$ cat src/rtl/filt_cic_comp.sv
// filt_cic_comp: symmetric FIR CIC-compensation filter, low input rate.
// Time-multiplexed single multiplier: a pre-adder folds each symmetric tap pair,
// so a gp_taps filter needs K = (gp_taps+1)/2 MAC cycles per output sample.
// Optional build macro FILT_CIC_COMP_SAT_EN: when defined, the rounded result
// saturates to the gp_oup_width range; otherwise it wraps (low bits kept).
module filt_cic_comp #(
    parameter int unsigned gp_inp_width  = 16,
    parameter int unsigned gp_oup_width  = 16,
    parameter int unsigned gp_coef_width = 16,
    parameter int unsigned gp_coef_frac  = 14,
    parameter int unsigned gp_taps       = 5,
    parameter logic [((gp_taps+1)/2)*gp_coef_width-1:0] gp_coefs =
        {16'hFC00, 16'h0800, 16'h4000}
) (
    input  logic                    i_clk,
    input  logic                    i_rst_an,
    input  logic                    i_ena,
    input  logic                    i_vld,
    input  logic [gp_inp_width-1:0] i_data,
    output logic [gp_oup_width-1:0] o_data,
    output logic                    o_vld,
    output logic                    o_busy
);

    localparam int unsigned lp_k      = (gp_taps + 1) / 2;
    localparam int unsigned lp_kw     = $clog2(lp_k);
    localparam int unsigned lp_pw     = $clog2(gp_taps);
    localparam int unsigned lp_pre_w  = gp_inp_width + 1;
    localparam int unsigned lp_prod_w = lp_pre_w + gp_coef_width;
    localparam int unsigned lp_acc_w  = lp_prod_w + $clog2(lp_k);
    localparam int unsigned lp_rnd_w  = lp_acc_w + 1;
    localparam int unsigned lp_y_w    = lp_rnd_w - gp_coef_frac;

    localparam logic signed [lp_rnd_w-1:0] lp_half = lp_rnd_w'(1) << (gp_coef_frac - 1);

    typedef enum logic [1:0] {StIdle, StMac, StRound} t_state;

    t_state                         r_state;
    logic signed [gp_inp_width-1:0] r_dline [gp_taps];
    logic [lp_pw-1:0]               r_wptr;
    logic [lp_pw-1:0]               r_rd_a;   // walks from newest sample backwards
    logic [lp_pw-1:0]               r_rd_b;   // walks from oldest sample forwards
    logic [lp_kw-1:0]               r_k;
    logic signed [lp_acc_w-1:0]     r_acc;
    logic [gp_oup_width-1:0]        r_data;
    logic                           r_vld;
    logic                           r_busy;

    logic                           w_last;
    logic signed [gp_coef_width-1:0] w_coef;
    logic signed [gp_inp_width-1:0] w_a;
    logic signed [gp_inp_width-1:0] w_b;
    logic signed [lp_pre_w-1:0]     w_pre;
    logic signed [lp_prod_w-1:0]    w_prod;
    logic signed [lp_acc_w-1:0]     w_acc_nxt;
    logic signed [lp_rnd_w-1:0]     w_rnd;
    logic [gp_oup_width-1:0]        w_out;

    function automatic logic [lp_pw-1:0] f_inc(input logic [lp_pw-1:0] p);
        return (p == lp_pw'(gp_taps - 1)) ? '0 : p + lp_pw'(1);
    endfunction

    function automatic logic [lp_pw-1:0] f_dec(input logic [lp_pw-1:0] p);
        return (p == '0) ? lp_pw'(gp_taps - 1) : p - lp_pw'(1);
    endfunction

    // Coefficient select: c0 sits in the most significant slice of gp_coefs.
    always_comb begin
        w_coef = '0;
        for (int i = 0; i < int'(lp_k); i++) begin
            if (r_k == lp_kw'(i)) begin
                w_coef = gp_coefs[(int'(lp_k) - 1 - i) * int'(gp_coef_width) +: gp_coef_width];
            end
        end
    end

    // Pre-add of the symmetric tap pair; the centre tap has no partner.
    always_comb begin
        w_last    = (r_k == lp_kw'(lp_k - 1));
        w_a       = r_dline[r_rd_a];
        w_b       = w_last ? '0 : r_dline[r_rd_b];
        w_pre     = {w_a[gp_inp_width-1], w_a} + {w_b[gp_inp_width-1], w_b};
        w_prod    = w_pre * w_coef;
        w_acc_nxt = r_acc + {{(lp_acc_w - lp_prod_w){w_prod[lp_prod_w-1]}}, w_prod};
    end

`ifdef FILT_CIC_COMP_SAT_EN
    localparam logic signed [lp_y_w-1:0] lp_max =
        {{(lp_y_w - gp_oup_width + 1){1'b0}}, {(gp_oup_width - 1){1'b1}}};
    localparam logic signed [lp_y_w-1:0] lp_min =
        {{(lp_y_w - gp_oup_width + 1){1'b1}}, {(gp_oup_width - 1){1'b0}}};

    logic signed [lp_y_w-1:0] w_y;

    // Round half up, then clamp to the output range.
    always_comb begin
        w_rnd = {r_acc[lp_acc_w-1], r_acc} + lp_half;
        w_y   = lp_y_w'(w_rnd >>> gp_coef_frac);
        if (w_y > lp_max) begin
            w_out = lp_max[gp_oup_width-1:0];
        end else if (w_y < lp_min) begin
            w_out = lp_min[gp_oup_width-1:0];
        end else begin
            w_out = w_y[gp_oup_width-1:0];
        end
    end
`else
    // Round half up, then keep the low output bits (two's-complement wrap).
    always_comb begin
        w_rnd = {r_acc[lp_acc_w-1], r_acc} + lp_half;
        w_out = gp_oup_width'(w_rnd >>> gp_coef_frac);
    end
`endif

    // Control FSM, delay line, accumulator and registered outputs.
    always_ff @(posedge i_clk or negedge i_rst_an) begin
        if (!i_rst_an) begin
            r_state <= StIdle;
            for (int i = 0; i < int'(gp_taps); i++) begin
                r_dline[i] <= '0;
            end
            r_wptr <= '0;
            r_rd_a <= '0;
            r_rd_b <= '0;
            r_k    <= '0;
            r_acc  <= '0;
            r_data <= '0;
            r_vld  <= 1'b0;
            r_busy <= 1'b0;
        end else if (i_ena) begin
            r_vld <= 1'b0;
            unique case (r_state)
                StIdle: begin
                    if (i_vld) begin
                        r_dline[r_wptr] <= i_data;
                        r_wptr          <= f_inc(r_wptr);
                        // Newest lands at r_wptr; the oldest is the next slot to overwrite.
                        r_rd_a          <= r_wptr;
                        r_rd_b          <= f_inc(r_wptr);
                        r_acc           <= '0;
                        r_k             <= '0;
                        r_busy          <= 1'b1;
                        r_state         <= StMac;
                    end
                end
                StMac: begin
                    r_acc  <= w_acc_nxt;
                    r_rd_a <= f_dec(r_rd_a);
                    r_rd_b <= f_inc(r_rd_b);
                    r_k    <= r_k + lp_kw'(1);
                    if (w_last) begin
                        r_state <= StRound;
                    end
                end
                StRound: begin
                    r_data  <= w_out;
                    r_vld   <= 1'b1;
                    r_busy  <= 1'b0;
                    r_state <= StIdle;
                end
                default: begin
                    r_state <= StIdle;
                end
            endcase
        end else begin
            r_vld <= 1'b0;
        end
    end

    assign o_data = r_data;
    assign o_vld  = r_vld & i_ena;
    assign o_busy = r_busy;

endmodule

$ cat config.mk
export PLATFORM = sky130hd
export DESIGN_NAME = filt_cic_comp
export DESIGN_NICKNAME = d
export VERILOG_FILES = /design/src/rtl/filt_cic_comp.sv
export SDC_FILE = /design/constraint.sdc
export NUM_CORES = 1
export LEC_CHECK = 0
export ABC_AREA = 1
export CAP_MARGIN = 20
export CORE_MARGIN = 5
export CORE_UTILIZATION = 45
export DETAILED_ROUTE_END_ITERATION = 12
export PLACE_DENSITY_LB_ADDON = 0.1
export SLEW_MARGIN = 15
export SYNTH_ARGS = -nofsm -noshare
export SYNTH_HDL_FRONTEND = slang
export SYNTH_SLANG_ARGS = --single-unit
$ cat constraint.sdc
create_clock -name i_clk -period 21.7 [get_ports i_clk]
set_input_delay 3.255 -clock i_clk [delete_from_list [all_inputs] [get_ports i_clk]]
set_output_delay 3.255 -clock i_clk [all_outputs]
set_load 0.01 [all_outputs]
; Word level (Yosys, flattened, before mapping)
; Cells that the tools add are included.
[word_totals]
reg_bits = 146
latch_bits = 0
mem_bits_rw = 0
romBits = 0
input_bits = 20
out_inout_bits = 18
word_cells = 80
mem_count = 0
[op_classes]
add_sub_neg = 7
n_mul = 1
div = 0
n_lt_le_gt_ge = 4
eq_ne = 8
shift = 0
n_mux = 31
bitwise_logic = 4
reduce_logical = 11
[op_table]
columns = cell, count
row1 = $mux 16, 9
row2 = $bmux 16 s3, 2
row3 = $bwmux 80, 1
row4 = $pmux 35 s2, 1
row5 = $demux 16 s3, 1
row6 = $add 35x35->35, 1
row7 = $mux 35, 1
row8 = $mul 17x16->33, 1
row9 = $add 30x15->30 const B, 1
row10 = $add 16x16->17, 1
row11 = $mux 3, 5
row12 = $ge 4x4->1 const B, 3
row13 = $not 3->4, 3
row14 = $pmux 3 s2, 2
row15 = $reduce_and 3->1, 4
row16 = $pmux 2 s2, 2
row17 = $add 3x1->3 const B, 2
row18 = $eq 3x3->1 const B, 2
row19 = $mux 2, 3
row20 = $eq 2x1->1 const B, 2
row21 = $eq 2x2->1 const B, 2
row22 = $logic_not 2->1, 2
row23 = $lt 4x1->1 const B, 1
row24 = $ne 2x2->1 const B, 2
row25 = other kinds (9), 12

; Depth between registers and ports, before layout
[logic_depth]
ltp_word = 9
ltp_mapped = 47
depth_no_buf = 46

; Worst setup path after synthesis
; Ideal clock, no wire load.
[synth_timing]
kind = reg-to-reg
from = reg r_rd_b[0]
to = reg r_acc[29]
setup_time_ns = 0.117
arrival_ns = 7.746
t_required_ns = 21.583
slack_ns = 13.837
stages_incl_launch_ff = 42
n_path_buf = 2
synth_period_minus_slack_ns = 7.863
path_cell_list = dfrtp_1 -> clkbuf_1 -> nor3_1 -> buf_2 -> nand2_1 -> a21oi_1 -> ha_1 -> or2_1 -> nand3_1 -> nand2_2 -> xor2_1 -> inv_1 -> nor2_1 -> inv_1 -> fa_1 -> inv_1 -> fa_1 -> inv_1 -> [6 not listed] -> fa_1 -> nand3_1 -> nand2_1 -> a21oi_1 -> nor2_1 -> o21ai_0 -> nand2_1 -> xor2_1 -> inv_1 -> ha_1 -> nand2_1 -> nor2_1 -> a211oi_1 -> nand3_1 -> a21oi_1 -> nand3_1 -> nand3_1 -> nand2_1
[synth_between]
elab_chain_len = 9
[synth_lines]
columns = element, line
row1 = from (decl), 42  ; logic [lp_pw-1:0] r_rd_b;
row2 = from (signal assigned), 139  ; r_rd_b <= f_inc(r_wptr);
row3 = from (signal assigned), 149  ; r_rd_b <= f_inc(r_rd_b);
row4 = $not 3->4 (not written as such), 81  ; w_b = w_last ? '0 : r_dline[r_rd_b];
row5 = $bmux 16 s3, 81
row6 = $mux 16 (not written as such) (2 in a row), 81
row7 = $mux 16, 81
row8 = $add 16x16->17, 82  ; w_pre = {w_a[gp_inp_width-1], w_a} + {w_b[gp_inp_width-1], w_b};
row9 = $mul 17x16->33, 83  ; w_prod = w_pre * w_coef;
row10 = $add 35x35->35, 84  ; w_acc_nxt = r_acc + {{(lp_acc_w - lp_prod_w){w_prod[lp_prod_w-1]}}, w_prod};
row11 = $pmux 35 s2, 132  ; unique case (r_state)
row12 = to (signal assigned), 147  ; r_acc <= w_acc_nxt;
row13 = to (decl), 44  ; logic signed [lp_acc_w-1:0] r_acc;
; No other way between the ends. The select of a mux whose other input is x is not followed.
; A chain may end at the register's enable or synchronous reset.

; Final worst setup path
; Same ends and word-level chain as after synthesis.

==> metrics.md <==
| Metric | Value |
|---|---|
| Post-route ant nets | `0` |
| CP bufs+invs | `10` |
| Most frequent CP cell | `inv_1` |
| Port-buffer cells | `37` |
| Fin crit share | `44.2%` |
| DRT Wirelength | `30700 um` |
| Synth warn | `0` |
| Die height | `171 um` |
| Global-route wire length before repair | `51500 um` |
| Fin worst setup slack | `12.11 ns` |
| CP max-delay cell | `dfrtp_1` |
| Initial antenna violation count | `0` |
| Post-synth EDFFs | `0` |
| GPL Wtd Cong | `approximately 0.85` |
| Crit path max-delay family | `adder cells` |
| Die ar. | `29200 um2` |
| Area contributors post-synth | `dfrtp_1, ha_1, nand2_1, fa_1, o21ai_0` |
| Type of the most critical hold path | `register to register` |
| Core area | `25300 um2` |
| Max-Cap Viols | `0` |
| Final-report hold violation count | `0` |
| DRT Pass-1 Iters | `8` |
| Max stage delay on crit path | `slightly above 1 ns` |
| Relative slew slack | `a little under a third` |
| Clock Latency Late Sink | `~0.43 ns` |
| Total grt overflow | `0` |
| Setup Viol. Count Final | `0` |
| Clk slew on worst S/H paths | `0.07 ns` |
| Netlist Area Pre-Place | `11600 um2` |
| Synth top cells by count | `nand2_1, inv_1, o21ai_0` |
| Asr flop ratio synth | `100%` |
| Pins Over Slew Limit | `0` |
| Req. time, crit path | `between 20 and 25 ns` |
| Seq/Total Area, Yosys | `28.2%` |
| Worst Path Arrival | `9.91 ns` |
| H-tree lvl count | `4` |
| Tmin final | `about 9.6 ns` |
| Area grow syn2layout | `11.3%` |
| Syn Area/Cell | `~7.6 um2` |
| Worst-margin pin slew | `roughly 1.0 ns` |
| Rows | `a little under 60` |
| Post-Synthesis Cells | `1536` |
| WS Path Type | `register to register` |
| Max Clock Freq | `approximately 0.10 GHz` |
| Ports | `38` |
| Hold-fix buffers, CTS | `0` |
| Status | `completed` |
| Synth cell types | `49` |
| Clock root buffer | `clkbuf_16` |
| Post-CTS Setup Inserts | `0` |
| Critical path launch point type | `register` |
| Initial Util | `45.9%` |
| Largest net degree at the start of global routing | `73` |
| Vias in the first global route | `10100` |
| Syn_nets | `1726` |
| Share of the synthesized area in the top cell type | `approximately 28%` |
| DR vias | `~10000` |
| Final instance area | `12900 um2` |
| Die Span X | `171 um` |
| Reg2Reg Setup Slack | `12.11 ns` |
| Final Skew | `0.0153 ns` |
| Initial drt markers | `821` |
| Synth Register Bits | `between 100 and 150` |
| Final core utilization | `between 50% and 60%` |
| Area leader, netlist | `dfrtp_1` |
| Top-count cell post-synth | `nand2_1` |
| CP Capture Type | `register` |
| Main synth FF type | `dfrtp_1` |
| Final #Nets | `1740` |
| Residual DRC | `0` |
| Placed wire-length estimate | `22200 um` |
| Diodes inserted | `0` |
| Dpl cell area | `12300 um2` |
| CTS tree | `yes` |
| CTS Buf Count | `17` |
| Via-to-Cell Ratio | `5.40` |
| Clock Tree Buf Depth | `2` |
| WL/cell | `16.2 um` |
| CTS resizes | `0` |
| Worst Path Max Fanout | `30` |
| RSZ-0062 raised after global routing | `no` |
| Clock sinks | `131` |
| Setup WS pre-CTS | `between 10 and 15 ns` |
| Final setup TNS | `0 ns` |
| Tot GR Track Use | `between 20% and 30%` |
| Share of layout cells above drive strength 1 | `6.40%` |
-- metal layers --
layer	part of all wire, %	up-vias	track usage (%)
li1	-	5071	-
met1	50	4868	32.0
met2	44	257	34.5
met3	4.5	33	2.98
met4	1.5	0	5.35
met5	0	-	0
-- registers in the layout, summed over array words and instances, names as in the netlist --
name     count
o_busy       1
o_data      16
r_acc       20
r_dline     80
r_k          2
r_rd_a       3
r_rd_b       3
r_state      2
r_vld        1
r_wptr       3
-- through the flow --
stage                     hold slack, ns  cells
after floorplan                    0.453   1536
after global placement             0.461   1860
after detailed placement           0.462   1860
after CTS                          0.480   1892
after global routing               0.510   1893
final                              0.476   1893
-- tightest hold or removal path, cell delays in order (launching register included) --
cell and delay, ns:
dfrtp_1 0.34, nand2_1 0.05, nand2_1 0.05
-- cell families after synthesis --
kind of cell | count (synthesis) | synth area share (%)
fa+ha+maj | 170 | 21.8
buf+inv | 266 | 8.82
simple gates | 570 | 20.7
xor+xnor | 48 | 3.68
compound gates | 351 | 16.8
flops | 131 | 28.2
-- layout make-up --
cell class                 instances  area (um2)
sequential                       131        3280
clock buffer                      18         439
fill                            2514       12400
timing repair buffer              50         487
inverter                         211         806
clock inverter                    14         191
tap                              330         413
multi-input combinational       1139        7330
-- placed cells by master (no fill, tap or decap), drive strengths merged, types with 3 or more instances in the layout --
| master | count |
|---|---|
| clkinv | 6 |
| nand2 | 357 |
| o21ai | 176 |
| dfrtp | 131 |
| o31ai | 4 |
| ha | 115 |
| or2 | 3 |
| nor2 | 125 |
| a31oi | 4 |
| fa | 55 |
| a21oi | 106 |
| buf | 13 |
| o211ai | 3 |
| bufinv | 4 |
| nand3 | 62 |
| inv | 213 |
| xor2 | 38 |
| o21bai | 6 |
| clkdlybuf4s50 | 36 |
| a31o | 5 |
| nand4 | 13 |
| a32o | 13 |
| xnor2 | 10 |
| nor3 | 7 |
| o22ai | 21 |
| a21o | 6 |
| clkbuf | 19 |
-- worst paths after layout --
kind | start | endpoint | depth (start not counted)
worst max register to register | r_rd_b[0]$_DFFE_PN0P_ | r_acc[29]$_DFFE_PN0P_ | 44
worst min-delay path | o_data[0]$_DFFE_PN0P_ | o_data[0]$_DFFE_PN0P_ | 2
worst max-delay path | r_rd_b[0]$_DFFE_PN0P_ | r_acc[29]$_DFFE_PN0P_ | 44
worst min register to register | o_data[0]$_DFFE_PN0P_ | o_data[0]$_DFFE_PN0P_ | 2
max in group asynchronous | i_rst_an | r_dline[76]$_DFFE_PN0P_ | 2
min in group asynchronous | i_rst_an | r_dline[73]$_DFFE_PN0P_ | 1
Power is left out: the tool's default activity adds up to more than one toggle a clock period on the data nets, which glitch-free logic cannot reach.
